`config.mk`:
```
export PLATFORM = sky130hd
export DESIGN_NAME = bpm_estimator_flat
export DESIGN_NICKNAME = d
export VERILOG_FILES = /design/src/rtl/bpm_estimator_if.sv /design/src/rtl/bpm_estimator.sv /design/src/flat_wrapper.sv
export SDC_FILE = /design/constraint.sdc
export NUM_CORES = 1
export LEC_CHECK = 0
export ABC_CLOCK_PERIOD_IN_PS = 9300
export CAP_MARGIN = 25
export CORE_AREA = 2 2 215 217
export DETAILED_ROUTE_END_ITERATION = 7
export DIE_AREA = 0 0 217 219
export PLACE_DENSITY = 0.54
export SLEW_MARGIN = 20
export SYNTH_ARGS = -nofsm -noshare
export SYNTH_HDL_FRONTEND = slang
export SYNTH_SLANG_ARGS = --single-unit
```
`constraint.sdc`:
```
create_clock -name clk -period 9.3 [get_ports clk]
set_input_delay 1.395 -clock clk [delete_from_list [all_inputs] [get_ports clk]]
set_output_delay 1.395 -clock clk [all_outputs]
set_load 0.02 [all_outputs]
```
`src/rtl/bpm_estimator_if.sv`:
```
// Tempo-estimate bundle between the onset detector, the estimator and the threshold filter.
// bpm_valid is a one-cycle strobe with no back-pressure: the consumer must take bpm_estimate in that cycle.
interface bpm_estimator_if #(
  parameter int BW = 8
);
  logic          beat_in;
  logic [BW-1:0] bpm_estimate;
  logic          bpm_valid;
  logic          locked;
  logic          busy;
  logic [1:0]    state_dbg;

  modport master (
    output beat_in,
    input  bpm_estimate, bpm_valid, locked, busy, state_dbg
  );

  modport slave (
    input  beat_in,
    output bpm_estimate, bpm_valid, locked, busy, state_dbg
  );
endinterface

```
`src/rtl/bpm_estimator.sv`:
```
// Beat-interval tempo estimator: measures edge spacing, averages the last 2^AVG_LOG2
// accepted intervals and divides 60*CLK_HZ by the average with a restoring divider.
module bpm_estimator #(
  parameter int CLK_HZ   = 50_000_000,
  parameter int MAX_BPM  = 200,
  parameter int MIN_BPM  = 40,
  parameter int AVG_LOG2 = 2
) (
  input  logic         clk,
  input  logic         reset,
  bpm_estimator_if.slave bus
);
  localparam int              DW      = 32;
  localparam int              BW      = $clog2(MAX_BPM + 1);
  localparam int              NH      = 1 << AVG_LOG2;
  localparam int              SW      = DW + AVG_LOG2;
  localparam int              IW      = $clog2(DW) + 1;
  localparam longint unsigned K_WIDE  = 64'(CLK_HZ) * 64'd60;
  localparam logic [DW-1:0]   K       = DW'(K_WIDE);
  localparam logic [DW-1:0]   MIN_INT = DW'(K_WIDE / 64'(MAX_BPM));
  localparam logic [DW-1:0]   MAX_INT = DW'(K_WIDE / 64'(MIN_BPM));
  localparam logic [DW-1:0]   CNT_SAT = MAX_INT + DW'(1);

  if ((MIN_INT <= DW'(2 * DW + 4)) || ((K_WIDE >> DW) != 64'd0)) begin : g_bad_params
    $error("bpm_estimator: MIN_INT too small for divider latency or 60*CLK_HZ exceeds 32 bits");
  end

  typedef enum logic [1:0] {
    IDLE   = 2'd0,
    COUNT  = 2'd1,
    DIVIDE = 2'd2
  } state_t;

  state_t        state_q, state_d;
  logic          beat_q, beat_d;
  logic [DW-1:0] counter_q, counter_d;
  logic [DW-1:0] hist_q [NH];
  logic [DW-1:0] hist_d [NH];
  logic [SW-1:0] sum_q, sum_d;
  logic          load_q, load_d;
  logic          busy_q, busy_d;
  logic [IW-1:0] iter_q, iter_d;
  logic [DW-1:0] rem_q, rem_d;
  logic [DW-1:0] quot_q, quot_d;
  logic [DW-1:0] divisor_q, divisor_d;
  logic [BW-1:0] bpm_q, bpm_d;
  logic          valid_q, valid_d;
  logic          locked_q, locked_d;

  logic          beat_edge;
  logic          accept;
  logic [DW-1:0] cnt_inc;
  logic [DW:0]   rem_shift;
  logic [DW:0]   trial;
  logic [DW-1:0] rem_next;
  logic [DW-1:0] quot_next;
  logic [BW-1:0] bpm_clamped;

  always_comb begin
    state_d   = state_q;
    beat_d    = bus.beat_in;
    counter_d = counter_q;
    hist_d    = hist_q;
    sum_d     = sum_q;
    load_d    = 1'b0;
    busy_d    = busy_q;
    iter_d    = iter_q;
    rem_d     = rem_q;
    quot_d    = quot_q;
    divisor_d = divisor_q;
    bpm_d     = bpm_q;
    valid_d   = 1'b0;
    locked_d  = locked_q;
    accept    = 1'b0;

    beat_edge = bus.beat_in & ~beat_q;
    cnt_inc   = (counter_q == CNT_SAT) ? counter_q : counter_q + DW'(1);

    // One restoring step: the dividend shifts out of quot_q MSB-first as quotient bits shift in.
    rem_shift = {rem_q, quot_q[DW-1]};
    trial     = rem_shift - {1'b0, divisor_q};
    if (trial[DW]) begin
      rem_next  = rem_shift[DW-1:0];
      quot_next = {quot_q[DW-2:0], 1'b0};
    end else begin
      rem_next  = trial[DW-1:0];
      quot_next = {quot_q[DW-2:0], 1'b1};
    end

    if (quot_next < DW'(MIN_BPM))      bpm_clamped = BW'(MIN_BPM);
    else if (quot_next > DW'(MAX_BPM)) bpm_clamped = BW'(MAX_BPM);
    else                               bpm_clamped = quot_next[BW-1:0];

    case (state_q)
      IDLE: begin
        if (beat_edge) begin
          counter_d = DW'(1);
          state_d   = COUNT;
        end
      end
      COUNT: begin
        // Timeout beats a coincident edge; that edge then restarts measurement as a first beat.
        if (counter_q == CNT_SAT) begin
          for (int i = 0; i < NH; i++) hist_d[i] = '0;
          sum_d    = '0;
          locked_d = 1'b0;
          if (beat_edge) begin
            counter_d = DW'(1);
            state_d   = COUNT;
          end else begin
            counter_d = '0;
            state_d   = IDLE;
          end
        end else begin
          counter_d = cnt_inc;
          if (beat_edge && (counter_q >= MIN_INT)) accept = 1'b1;
        end
      end
      DIVIDE: begin
        counter_d = cnt_inc;
        if (load_q) begin
          rem_d     = '0;
          quot_d    = K;
          divisor_d = sum_q[SW-1:AVG_LOG2];
          iter_d    = IW'(DW);
          busy_d    = 1'b1;
        end else if (busy_q) begin
          rem_d  = rem_next;
          quot_d = quot_next;
          iter_d = iter_q - IW'(1);
          if (iter_q == IW'(1)) begin
            busy_d  = 1'b0;
            valid_d = 1'b1;
            bpm_d   = bpm_clamped;
            state_d = COUNT;
          end
        end else begin
          state_d = COUNT;
        end
      end
      default: state_d = IDLE;
    endcase

    if (accept) begin
      counter_d = DW'(1);
      state_d   = DIVIDE;
      load_d    = 1'b1;
      locked_d  = 1'b1;
      if (!locked_q) begin
        for (int i = 0; i < NH; i++) hist_d[i] = counter_q;
        sum_d = SW'(counter_q) << AVG_LOG2;
      end else begin
        sum_d     = sum_q - SW'(hist_q[NH-1]) + SW'(counter_q);
        hist_d[0] = counter_q;
        for (int i = 1; i < NH; i++) hist_d[i] = hist_q[i-1];
      end
    end
  end

  always_ff @(posedge clk or posedge reset) begin
    if (reset) begin
      state_q   <= IDLE;
      beat_q    <= 1'b0;
      counter_q <= '0;
      for (int i = 0; i < NH; i++) hist_q[i] <= '0;
      sum_q     <= '0;
      load_q    <= 1'b0;
      busy_q    <= 1'b0;
      iter_q    <= '0;
      rem_q     <= '0;
      quot_q    <= '0;
      divisor_q <= '0;
      bpm_q     <= '0;
      valid_q   <= 1'b0;
      locked_q  <= 1'b0;
    end else begin
      state_q   <= state_d;
      beat_q    <= beat_d;
      counter_q <= counter_d;
      for (int i = 0; i < NH; i++) hist_q[i] <= hist_d[i];
      sum_q     <= sum_d;
      load_q    <= load_d;
      busy_q    <= busy_d;
      iter_q    <= iter_d;
      rem_q     <= rem_d;
      quot_q    <= quot_d;
      divisor_q <= divisor_d;
      bpm_q     <= bpm_d;
      valid_q   <= valid_d;
      locked_q  <= locked_d;
    end
  end

  assign bus.bpm_estimate = bpm_q;
  assign bus.bpm_valid    = valid_q;
  assign bus.locked       = locked_q;
  assign bus.busy         = busy_q;
  assign bus.state_dbg    = state_q;
endmodule

```
`src/flat_wrapper.sv`:
```
// flat-port wrapper written by rule: the top's interface ports become plain ports
module bpm_estimator_flat 
#(
  parameter int CLK_HZ   = 50_000_000,
  parameter int MAX_BPM  = 200,
  parameter int MIN_BPM  = 40,
  parameter int AVG_LOG2 = 2
)
  (clk, reset, bus_beat_in, bus_bpm_estimate, bus_bpm_valid, bus_locked, bus_busy, bus_state_dbg);
  bpm_estimator_if #(.BW((8))) bus_i ();
  input  logic clk;
  input  logic reset;
  input wire logic [$bits(bus_i.beat_in)-1:0] bus_beat_in;
  output wire logic [$bits(bus_i.bpm_estimate)-1:0] bus_bpm_estimate;
  output wire logic [$bits(bus_i.bpm_valid)-1:0] bus_bpm_valid;
  output wire logic [$bits(bus_i.locked)-1:0] bus_locked;
  output wire logic [$bits(bus_i.busy)-1:0] bus_busy;
  output wire logic [$bits(bus_i.state_dbg)-1:0] bus_state_dbg;
  assign bus_i.beat_in = bus_beat_in;
  assign bus_bpm_estimate = bus_i.bpm_estimate;
  assign bus_bpm_valid = bus_i.bpm_valid;
  assign bus_locked = bus_i.locked;
  assign bus_busy = bus_i.busy;
  assign bus_state_dbg = bus_i.state_dbg;
  bpm_estimator #(.CLK_HZ(CLK_HZ), .MAX_BPM(MAX_BPM), .MIN_BPM(MIN_BPM), .AVG_LOG2(AVG_LOG2)) u_core (.clk(clk), .reset(reset), .bus(bus_i));
endmodule
```
==> results of run 1 <==
-- metrics by stage --
step | instances | hold slack (ps) | util [%] | total power [mW]
after global routing | 2618 | 498 | 43.9 | 2.95
after global placement | 2548 | 461 | 41.1 | 1.41
final | 2618 | 475 | 43.9 | 2.83
after floorplan | 2019 | 450 | - | 1.40
after CTS | 2617 | 483 | 43.8 | 2.89
after detailed placement | 2548 | 470 | 41.1 | 1.41
-- kinds of logic (layout without fill, tap and decap cells) --
family	after synthesis	count (layout)	synth area share (%)
buf+inv	289	288	6.44
mux	15	15	0.845
fa+ha+maj	111	111	9.14
compound gates	682	682	23.1
flops	311	311	43.5
xor+xnor	60	60	3.04
simple gates	551	551	14.0
-- power breakdown --
part | internal [mW] | switching (mW) | total, mW
Combinational | 0.00367 | 0.0270 | 0.0306
Clock | 0.854 | 0.596 | 1.45
Sequential | 1.35 | 0.0000611 | 1.35
Total | 2.21 | 0.624 | 2.83
-- worst max-delay path: cells and delay by family (launching register included) --
family	cells	cell delay, ps
compound gates	1	210
buf+inv	1	770
flops	1	460
simple gates	4	2140
-- per-layer routing --
layer,up-vias,track usage [%],wire [um]
met3,58,3.05,1710
met4,0,5.02,898
met2,250,27.8,18300
met5,-,0,0
li1,7011,-,-
met1,6799,26.9,21300
-- final timing paths --
| path | cells past startpoint | end | slack [ps] | from |
|---|---|---|---|---|
| hold reg to reg | 2 | u_core.sum_q[20] | 470 | u_core.sum_q[20] |
| setup / recovery | 6 | u_core.hist_q[16] | 5460 | u_core.counter_q[30] |
| hold / removal | 2 | u_core.sum_q[20] | 470 | u_core.sum_q[20] |
| setup reg to reg | 6 | u_core.hist_q[16] | 5460 | u_core.counter_q[30] |
| max in group asynchronous | 4 | u_core.hist_q[111] | 6610 | reset |
| min in group asynchronous | 2 | u_core.hist_q[67] | 1090 | reset |
-- state kept, by name, indices dropped and copies added (netlist names) --
register and flops:
u_core.divisor_q 32, u_core.bus.busy 1, u_core.iter_q 6, u_core.sum_q 34, u_core.rem_q 32, u_core.quot_q 32
u_core.bus.state_dbg 2, u_core.hist_q 128, u_core.beat_q 1, u_core.bus.bpm_valid 1, u_core.load_q 1, u_core.bus.bpm_estimate 8
u_core.counter_q 32, u_core.bus.locked 1
-- cell usage after synthesis, types with 8 or more instances --
cell type / count
a211oi_1: 11
buf_2: 13
nand3_1: 54
fa_1: 33
a21o_1: 25
nor2_1: 77
o311ai_1: 11
buf_4: 10
mux2i_1: 14
o21a_1: 12
o211ai_1: 8
a21oi_1: 191
o22ai_1: 9
o21ai_0: 249
dfrtp_1: 311
o21ai_1: 23
nor3_1: 18
nor4_1: 13
xor2_1: 23
and3_1: 15
inv_1: 183
ha_1: 78
a22o_1: 24
or3_1: 9
clkbuf_1: 77
nand2b_1: 22
xnor2_1: 36
a22oi_1: 12
nor2b_1: 10
nand4_1: 15
o31ai_1: 23
nand2_1: 289
a31oi_1: 14
-- area by class of cell --
cell class / instances / area, um^2 / share of cell area, %
flip-flops and latches: 311 / 7790 / 39.3
clock buffers: 50 / 1050 / 5.28
multi-input cells: 1419 / 9020 / 45.6
repair buffers: 33 / 318 / 1.61
clock inverters: 19 / 176 / 0.891
inverters: 186 / 702 / 3.55
well taps: 600 / 751 / 3.79
==> impl_metrics.sql, run 1 <==
INSERT INTO impl_metrics (metric_group, metric, value, unit) VALUES
('run_status', 'run_status', 'complete, no violations', ''),
('final_layout', 'area_growth', '10.5', '%'),
('die', 'floorplan.initialDensity', '39.7', '%'),
('clock_network', 'clock_sinks', '311', ''),
('worst_setup_path', 'critical_path_class', 'flip-flop to flip-flop', ''),
('sta', 'timing.final.crit_period', '3840', 'ps'),
('final_layout', 'layout.cell_area.non_filler', '0.0198', 'mm^2'),
('placement', 'pre_cts_ws', '5120', 'ps'),
('clock_network', 'cts_resized', '0', ''),
('job', 'timing.max_cap.violations', '0', ''),
('logic_synthesis', 'ys_types', '83', ''),
('worst_setup_path', 'path_cells', 'nor4_1, nand3_1, or3_1, nand2_4, buf_4, o21ai_0', ''),
('sta', 'max_freq', '0.260', 'GHz'),
('logic_synthesis', 'synthesis.nets', '2133', ''),
('clock_network', 'cts_buffers', '38', ''),
('global_routing', 'grt_overflow', '0', ''),
('logic_synthesis', 'synthFlopType', 'dfrtp_1', ''),
('die', 'fp.dieH', '219', 'um'),
('min_path', 'min_path_type', 'flip-flop to flip-flop', ''),
('power_and_ir_drop', 'p_leak', '8.76', 'nW'),
('logic_synthesis', 'syn_area', '0.0179', 'mm^2'),
('routing', 'wire_per_inst', '16.1', 'um'),
('global_routing', 'grt_first_pass_wirelength', '71400', 'um'),
('logic_synthesis', 'ys_seq_area_share', '43.5', '%'),
('routing', 'drt-initial-drc-count', '1088', ''),
('sta', 'setup-violations-final', '0', ''),
('sta', 'final_cycle_share', '41.3', '%'),
('sta', 'number_of_slew_limit_violations_in_the_final_report', '0', ''),
('placement', 'port-buffer-count', '15', ''),
('placement', 'placedInstanceArea', '0.0185', 'mm^2'),
('worst_setup_path', 'cp.required', '9680', 'ps'),
('clock_network', 'cts_max_path_buffers', '3', ''),
('final_layout', 'post_route_cells_drive_above_1_share', '5.45', '%'),
('sta', 'timing_hold_violations_final', '0', ''),
('worst_setup_path', 'crit_path_top_delay_cell', 'nor4_1', ''),
('final_layout', 'mostFrequentLayoutCell', 'dfrtp_1', ''),
('logic_synthesis', 'synth-async-reset-ratio', '100', '%'),
('clock_network', 'hold_buffers', '0', ''),
('logic_synthesis', 'area_share_of_the_largest_cell_type_after_synthesis', '43.5', '%'),
('routing', 'detailedRoute.firstPassIterationCount', '5', ''),
('clock_network', 'total_number_of_h_tree_levels', '2', ''),
('die', 'row_count', '78', ''),
('power_and_ir_drop', 'vdd_ir_drop_max', '0.102', 'mV'),
('final_layout', 'leading_cell_types_in_the_layout_fill_and_taps_excluded', 'dfrtp_1 (310), nand2_1 (288), o21ai_0 (249), a21oi_1 (191), inv_1 (182)', ''),
('global_routing', 'grt_start_max_net_pins', '164', ''),
('final_layout', 'fillers', '4492', ''),
('clock_network', 'clkSlewWorstSetupHoldPaths', '60', 'ps'),
('worst_setup_path', 'cp.arrival', '4220', 'ps'),
('sta', 'setup_total_negative_slack', '0', 'ps'),
('sta', 'worst_max_slew_margin_expressed_relative_to_the_limit', '31.2', '%'),
('power_and_ir_drop', 'cell_pwr_density', '143', 'mW/mm^2'),
('logic_synthesis', 'synth-edff-count', '0', ''),
('clock_network', 'post-cts-setup-buffer-count', '0', ''),
('global_routing', 'antenna_found_initial', '0', ''),
('worst_setup_path', 'worstPathMaxFanout', '99', ''),
('logic_synthesis', 'largest_area_contributor_in_the_synthesized_netlist', 'dfrtp_1', ''),
('placement', 'dp_hpwl', '28400', 'um'),
('sta', 'grt_setup_unrepaired', 'no', ''),
('die', 'die_w', '217', 'um'),
('worst_setup_path', 'timing.critical_path.from_type', 'flip-flop', ''),
('die', 'design.die.area', '0.0475', 'mm^2'),
('sta', 'transition_time_at_the_pin_with_the_least_slew_margin', '1030', 'ps'),
('logic_synthesis', 'yosys_synthesis_warning_count', '0', ''),
('global_routing', 'vias_in_the_first_global_route', '13399', ''),
('sta', 'setup_slack', '5460', 'ps'),
('final_layout', 'nNetsFinal', '2103', ''),
('final_layout', 'antennaDiodeCount', '0', ''),
('clock_network', 'clk_root_buffer_cell', 'clkbuf_16', ''),
('clock_network', 'cts_tree', 'yes', ''),
('logic_synthesis', 'number_of_synthesized_register_bits', '311', ''),
('routing', 'route.antenna.remaining_nets', '0', '');
(Power assumes the default switching activity.)
==> run 2: changes to the inputs <==
--- a/config.mk
+++ b/config.mk
@@ -5,7 +5,7 @@
 export SDC_FILE = /design/constraint.sdc
 export NUM_CORES = 1
 export LEC_CHECK = 0
-export ABC_CLOCK_PERIOD_IN_PS = 9300
+export ABC_CLOCK_PERIOD_IN_PS = 3500
 export CAP_MARGIN = 25
 export CORE_AREA = 2 2 215 217
 export DETAILED_ROUTE_END_ITERATION = 7
==> constraint.sdc (replaced) <==
create_clock -name clk -period 3.5 [get_ports clk]
set_input_delay 0.525 -clock clk [delete_from_list [all_inputs] [get_ports clk]]
set_output_delay 0.525 -clock clk [all_outputs]
set_load 0.02 [all_outputs]
==> impl_metrics.sql, run 2 (synthesized netlist as in run 1, its figures left out) <==
INSERT INTO impl_metrics (metric_group, metric, value, unit) VALUES
('die', 'design.die.area', '0.0475', 'mm^2'),
('placement', 'pre_cts_ws', '-10.1', 'ps'),
('worst_setup_path', 'worst-r2r-setup-slack', '90', 'ps'),
('global_routing', 'grt_start_max_net_pins', '114', ''),
('die', 'row_count', '78', ''),
('worst_setup_path', 'crit_path_end_kind', 'flip-flop', ''),
('worst_setup_path', 'crit_family', 'compound AO/OA/AOI/OAI gates', ''),
('sta', 'grt_setup_unrepaired', 'yes', ''),
('worst_setup_path', 'critical_path_cell_count', '13', ''),
('worst_setup_path', 'cp.arrival', '3840', 'ps'),
('routing', 'drc', '0', ''),
('sta', 'timing.final.crit_period', '3410', 'ps'),
('final_layout', 'nNetsFinal', '2178', ''),
('clock_network', 'clk_root_buffer_cell', 'clkbuf_16', ''),
('die', 'fp.dieH', '219', 'um'),
('worst_setup_path', 'critical_path.n_buffers_inverters', '2', ''),
('power_and_ir_drop', 'cell_pwr_density', '371', 'mW/mm^2'),
('clock_network', 'clkSlewWorstSetupHoldPaths', '60', 'ps'),
('routing', 'route.vias.total', '14521', ''),
('worst_setup_path', 'cp.required', '3920', 'ps'),
('power_and_ir_drop', 'p_leak', '9.15', 'nW'),
('clock_network', 'clock_latency_on_the_worst_skew_pair', '550', 'ps'),
('worst_setup_path', 'worstPathMaxFanout', '5', ''),
('placement', 'dp_hpwl', '31300', 'um'),
('die', 'io_pins', '16', ''),
('routing', 'routed_wirelength', '44600', 'um'),
('final_layout', 'antennaDiodeCount', '0', ''),
('worst_setup_path', 'rr_endpoint', 'u_core.sum_q[32]', ''),
('clock_network', 'cts_max_path_buffers', '3', ''),
('final_layout', 'postLayoutCoreUtil', '45.7', '%'),
('global_routing', 'antenna_found_initial', '0', ''),
('routing', 'route.antenna.remaining_nets', '0', ''),
('clock_network', 'cts_tree', 'yes', ''),
('run_status', 'run_status', 'complete, no violations', ''),
('worst_setup_path', 'reg2reg_from', 'u_core.sum_q[10]', ''),
('sta', 'max_freq', '0.293', 'GHz'),
('global_routing', 'vias_in_the_first_global_route', '14279', ''),
('final_layout', 'mostFrequentLayoutCell', 'dfrtp_1', ''),
('final_layout', 'leading_cell_types_in_the_layout_fill_and_taps_excluded', 'dfrtp_1 (309), nand2_1 (288), o21ai_0 (246), a21oi_1 (190), inv_1 (176)', ''),
('final_layout', 'number_of_flip_flops_in_the_largest_register', '128', ''),
('final_layout', 'post_route_cells_drive_above_1_share', '9.57', '%'),
('sta', 'timing_hold_violations_final', '0', ''),
('sta', 'setup_slack', '85.2', 'ps'),
('die', 'core', '0.0451', 'mm^2'),
('final_layout', 'max_flop_register', 'u_core.hist_q', ''),
('routing', 'drt-initial-drc-count', '1097', ''),
('routing', 'wire_per_inst', '16.6', 'um'),
('sta', 'final_cycle_share', '97.6', '%'),
('sta', 'number_of_slew_limit_violations_in_the_final_report', '0', ''),
('worst_setup_path', 'path_cells', 'inv_2, fa_1, inv_1, ha_4, a21o_1, a221o_1, a41o_1, a211o_1, a2111o_1, o311ai_2, o21ai_1, xnor2_1, o21ai_1', ''),
('sta', 'setup-violations-final', '0', ''),
('worst_setup_path', 'crit_path_end', 'u_core.sum_q[32]', ''),
('global_routing', 'grt_overflow', '0', ''),
('power_and_ir_drop', 'vdd_ir_drop_max', '0.329', 'mV'),
('sta', 'transition_time_at_the_pin_with_the_least_slew_margin', '848', 'ps'),
('placement', 'port-buffer-count', '15', ''),
('global_routing', 'grt_util_all_layers', '19.3', '%'),
('worst_setup_path', 'worstRegToRegCells', '13', ''),
('worst_setup_path', 'cp-startpoint', 'u_core.sum_q[10]', ''),
('job', 'timing.max_cap.violations', '0', ''),
('clock_network', 'hold_buffers', '0', ''),
('routing', 'vias_per_cell', '5.40', ''),
('die', 'floorplan.initialDensity', '39.7', '%'),
('worst_setup_path', 'critical_path_class', 'flip-flop to flip-flop', ''),
('sta', 'worst_max_slew_margin_expressed_relative_to_the_limit', '43.5', '%'),
('clock_network', 'clock_sinks', '311', ''),
('worst_setup_path', 'cpMostUsedCell', 'o21ai_1', ''),
('placement', 'place_congestion', '0.912', ''),
('worst_setup_path', 'crit_path_top_delay_cell', 'fa_1', ''),
('global_routing', 'grt_first_pass_wirelength', '74700', 'um'),
('final_layout', 'top_flop_regs', 'u_core.hist_q: 128 flops, u_core.sum_q: 34 flops', ''),
('clock_network', 'cts_buffers', '39', ''),
('final_layout', 'area_growth', '14.9', '%'),
('min_path', 'min_path_type', 'input port to async pin', ''),
('routing', 'detailedRoute.firstPassIterationCount', '5', ''),
('die', 'die_w', '217', 'um'),
('worst_setup_path', 'cp_slowest_stage_delay', '520', 'ps'),
('clock_network', 'total_number_of_h_tree_levels', '2', ''),
('sta', 'fin_worst_skew', '16.8', 'ps'),
('worst_setup_path', 'timing.critical_path.from_type', 'flip-flop', ''),
('final_layout', 'fillers', '4477', '');
-- run 2: changes by cell type in the layout (fill, tap and decap cells not counted), moves of 4 or more --
cell / previous run / this run
inv_2: 2 / 8
buf_4: 16 / 79
inv_1: 182 / 176
clkinv_2: 10 / 6
ha_1: 78 / 72
buf_12: 1 / 13
-- run 2: worst min-delay path by stage --
stage	from	endpoint
floorplan	u_core.divisor_q[10]	u_core.divisor_q[10]
global placement	u_core.hist_q[74]	u_core.hist_q[74]
detailed placement	u_core.sum_q[15]	u_core.sum_q[15]
CTS	reset	u_core.divisor_q[6]
global route	reset	u_core.divisor_q[6]
finish	reset	u_core.divisor_q[6]
-- run 2: repair_timing --
item                       4_1_cts  5_1_grt
resized for setup                1       24
setup buffers                    0        7
pin swaps                        3       13
setup endpoints to repair        1       16
-- run 2: routing by layer --
layer,vias to the layer above,routed length (um),global-route usage [%]
met5,-,0,0
met4,0,1110,6.26
met3,66,1620,2.55
met2,267,19800,30.2
met1,7044,22100,27.7
li1,7144,-,-
-- run 2: worst reg2reg max path: stages, from the launching register on --
cell	delay (ps)
dfrtp_1	350
inv_2	60
fa_1	520
inv_1	60
ha_4	230
a21o_1	180
a221o_1	350
a41o_1	280
a211o_1	360
a2111o_1	450
o311ai_2	90
o21ai_1	130
xnor2_1	170
o21ai_1	70
-- run 2: where the power goes --
group	internal (mW)	leakage [nW]	switching (mW)
combinational	0.0119	4.23	0.0737
clock	2.35	0.601	1.59
sequential	3.60	4.32	0.000178
total	5.96	9.15	1.67
-- run 2: area by class of cell --
cell class | instances | area [um^2] | area share (%)
inverters | 186 | 702 | 3.41
flip-flops and latches | 311 | 7790 | 37.8
repair buffers | 107 | 1000 | 4.87
well taps | 600 | 751 | 3.65
clock buffers | 54 | 1100 | 5.37
clock inverters | 13 | 133 | 0.644
multi-input cells | 1419 | 9100 | 44.2
-- run 2: per-stage QoR --
stage                     instance area, um^2  instances  hold slack [ps]  total power [mW]  setup TNS [ps]
after detailed placement                19200       2616              468              3.75           -10.1
after global routing                    20600       2690              297              7.91           -16.7
after CTS                               20500       2683              269              7.74               0
after global placement                  19200       2616              460              3.75               0
after floorplan                         17900       2019              450              3.72         -362600
final                                   20600       2690              291              7.63               0
==> run 3: changes to the inputs <==
--- a/config.mk
+++ b/config.mk
@@ -7,10 +7,10 @@
 export LEC_CHECK = 0
 export ABC_CLOCK_PERIOD_IN_PS = 3500
 export CAP_MARGIN = 25
-export CORE_AREA = 2 2 215 217
+export CORE_AREA = 2 2 248 250
 export DETAILED_ROUTE_END_ITERATION = 7
-export DIE_AREA = 0 0 217 219
-export PLACE_DENSITY = 0.54
+export DIE_AREA = 0 0 250 252
+export PLACE_DENSITY = 0.43
 export SLEW_MARGIN = 20
 export SYNTH_ARGS = -nofsm -noshare
 export SYNTH_HDL_FRONTEND = slang
==> impl_metrics.sql, run 3 (synthesized netlist as in run 1, its figures left out) <==
INSERT INTO impl_metrics (metric_group, metric, value, unit) VALUES
('sta', 'fin_worst_hold_slack', '433', 'ps'),
('routing', 'route.vias.total', '14503', ''),
('final_layout', 'max_flop_register', 'u_core.hist_q', ''),
('die', 'io_pins', '16', ''),
('sta', 'final_cycle_share', '99.2', '%'),
('power_and_ir_drop', 'pwr-share-clk', '53.3', '%'),
('power_and_ir_drop', 'power.internal', '6.19', 'mW'),
('routing', 'route.antenna.remaining_nets', '0', ''),
('clock_network', 'cts_tree', 'yes', ''),
('final_layout', 'mostFrequentLayoutCell', 'dfrtp_1', ''),
('routing', 'top_layer', 'met4', ''),
('routing', 'wire_per_inst', '16.7', 'um'),
('final_layout', 'antennaDiodeCount', '0', ''),
('sta', 'number_of_slew_limit_violations_in_the_final_report', '0', ''),
('routing', 'routed_wirelength', '48400', 'um'),
('final_layout', 'postLayoutCoreUtil', '35.0', '%'),
('final_layout', 'nNetsFinal', '2199', ''),
('run_status', 'run_status', 'complete, no violations', ''),
('placement', 'port-buffer-count', '15', ''),
('global_routing', 'grt_util_all_layers', '15.6', '%'),
('sta', 'timing.final.crit_period', '3470', 'ps'),
('sta', 'worst_max_slew_margin_expressed_relative_to_the_limit', '51.4', '%'),
('clock_network', 'clk_root_buffer_cell', 'clkbuf_16', ''),
('routing', 'detailroute.wirelength.met3', '1510', 'um'),
('clock_network', 'cts_max_path_buffers', '3', ''),
('final_layout', 'area_taken_by_flip_flops_and_latches', '0.00779', 'mm^2'),
('worst_setup_path', 'worstPathMaxFanout', '4', ''),
('global_routing', 'grt_start_max_net_pins', '108', ''),
('clock_network', 'total_number_of_h_tree_levels', '2', ''),
('final_layout', 'multiInputGateArea', '0.00912', 'mm^2'),
('clock_network', 'clock_sinks', '311', ''),
('final_layout', 'post_route_cells_drive_above_1_share', '10.3', '%'),
('power_and_ir_drop', 'power.switching_fraction', '21.7', '%'),
('final_layout', 'fillers', '6269', ''),
('power_and_ir_drop', 'vdd_ir_drop_max', '0.276', 'mV'),
('worst_setup_path', 'worstRegToRegCells', '13', ''),
('clock_network', 'clkSlewWorstSetupHoldPaths', '60', 'ps'),
('routing', 'detailedRoute.firstPassIterationCount', '5', ''),
('sta', 'timing_hold_violations_final', '0', ''),
('placement', 'pre_cts_ws', '-157', 'ps'),
('global_routing', 'vias_in_the_first_global_route', '14335', ''),
('final_layout', 'top_flop_regs', 'u_core.hist_q: 128 flops, u_core.sum_q: 34 flops', ''),
('placement', 'place_congestion', '0.835', ''),
('final_layout', 'layout.cell_area.non_filler', '0.0211', 'mm^2'),
('global_routing', 'antenna_found_initial', '0', ''),
('die', 'design.die.area', '0.0630', 'mm^2'),
('global_routing', 'grt_overflow', '0', ''),
('worst_setup_path', 'worst-r2r-setup-slack', '30', 'ps'),
('worst_setup_path', 'rr_endpoint', 'u_core.sum_q[32]', ''),
('clock_network', 'hold_buffers', '0', ''),
('sta', 'transition_time_at_the_pin_with_the_least_slew_margin', '728', 'ps'),
('sta', 'grt_setup_unrepaired', 'yes', ''),
('sta', 'setup-violations-final', '0', ''),
('sta', 'fin_worst_skew', '28.1', 'ps'),
('placement', 'dp_cells', '2823', ''),
('die', 'die_w', '250', 'um'),
('power_and_ir_drop', 'power.share.sequential', '45.5', '%'),
('power_and_ir_drop', 'power_frac_comb', '1.2', '%'),
('clock_network', 'clock_latency_on_the_worst_skew_pair', '570', 'ps'),
('routing', 'wl_met2', '21300', 'um'),
('clock_network', 'cts_buffers', '40', ''),
('final_layout', 'leading_cell_types_in_the_layout_fill_and_taps_excluded', 'dfrtp_1 (310), nand2_1 (288), o21ai_0 (244), a21oi_1 (190), inv_1 (177)', ''),
('sta', 'max_freq', '0.288', 'GHz'),
('worst_setup_path', 'cp.arrival', '3900', 'ps'),
('die', 'row_count', '90', ''),
('sta', 'setup_total_negative_slack', '0', 'ps'),
('routing', 'drc', '0', ''),
('power_and_ir_drop', 'p_leak', '9.29', 'nW'),
('worst_setup_path', 'critical_path_class', 'flip-flop to flip-flop', ''),
('final_layout', 'number_of_flip_flops_in_the_largest_register', '128', ''),
('job', 'timing.max_cap.violations', '0', ''),
('worst_setup_path', 'cp.required', '3930', 'ps'),
('routing', 'wl_met1', '24500', 'um'),
('power_and_ir_drop', 'cell_pwr_density', '376', 'mW/mm^2'),
('die', 'fp.dieH', '252', 'um'),
('placement', 'placedInstanceArea', '0.0196', 'mm^2'),
('final_layout', 'area_growth', '17.5', '%'),
('placement', 'dp_hpwl', '34500', 'um'),
('min_path', 'min_path_type', 'input port to async pin', ''),
('power_and_ir_drop', 'design_power_total', '7.91', 'mW'),
('routing', 'drt-initial-drc-count', '1023', ''),
('final_layout', 'layout.cells.non_filler', '2892', ''),
('die', 'core', '0.0601', 'mm^2'),
('worst_setup_path', 'timing.critical_path.from_type', 'flip-flop', ''),
('sta', 'setup_slack', '28.8', 'ps'),
('die', 'floorplan.initialDensity', '29.8', '%'),
('routing', 'vias_per_cell', '5.01', ''),
('worst_setup_path', 'crit_path_end_kind', 'flip-flop', ''),
('power_and_ir_drop', 'netSwitchingPower', '1.71', 'mW'),
('worst_setup_path', 'reg2reg_from', 'u_core.counter_q[1]', ''),
('global_routing', 'grt_first_pass_wirelength', '79800', 'um');
-- run 3: cell types whose count changed in the layout (fill, tap and decap cells not counted), sizes merged --
cell / before / now
clkbuf: 54 / 52
clkinvlp: 4 / 3
buf: 92 / 112
bufinv: 2 / 5
-- run 3: power by group through the flow --
stage | Clock [mW] | Sequential, mW | Combinational (mW)
after global routing | 4.50 | 3.60 | 0.113
after global placement | 0 | 3.66 | 0.103
after CTS | 4.35 | 3.60 | 0.103
after detailed placement | 0 | 3.66 | 0.103
final | 4.21 | 3.60 | 0.0947
after floorplan | 0 | 3.66 | 0.0539
-- run 3: worst max-delay path by stage --
stage / from / end / slack, ps / depth (start not counted)
after detailed placement: u_core.sum_q[1] / u_core.sum_q[32] / -160 / 13
after global routing: u_core.counter_q[1] / u_core.sum_q[32] / -110 / 13
after floorplan: reset / u_core.beat_q / -1170 / 1
after CTS: u_core.sum_q[1] / u_core.sum_q[32] / -70 / 13
final: u_core.counter_q[1] / u_core.sum_q[32] / 30 / 13
after global placement: u_core.sum_q[1] / u_core.sum_q[32] / -110 / 13
-- run 3: cell type report --
class	instances	share of cell area, %
clock buffer	52	5.22
clock inverter	15	1.06
inverter	186	3.33
multi-input combinational	1419	43.3
sequential	311	37.0
tap	782	4.65
timing repair buffer	127	5.42
-- run 3: metal layers --
layer / up-vias / track usage, %
met5: - / 0
met4: 0 / 4.62
met3: 58 / 2.45
met2: 184 / 24.1
met1: 7072 / 22.6
li1: 7189 / -
-- run 3: repair_timing --
| item | CTS | global route |
|---|---|---|
| buffers inserted | 0 | 2 |
| pin swaps | 0 | 13 |
| resized for setup | 3 | 21 |
| endpoints found under the setup margin | 5 | 26 |
-- run 3: critical path: stages, from the launching register on --
cell      delay, ps
dfrtp_1         350
inv_2            50
fa_1            550
inv_2            60
fa_2            390
a211oi_2        300
o21ai_2         110
a41o_1          260
a211o_1         390
a2111o_1        480
o311ai_4         90
o21ai_1         110
xnor2_1         140
o21ai_1          70
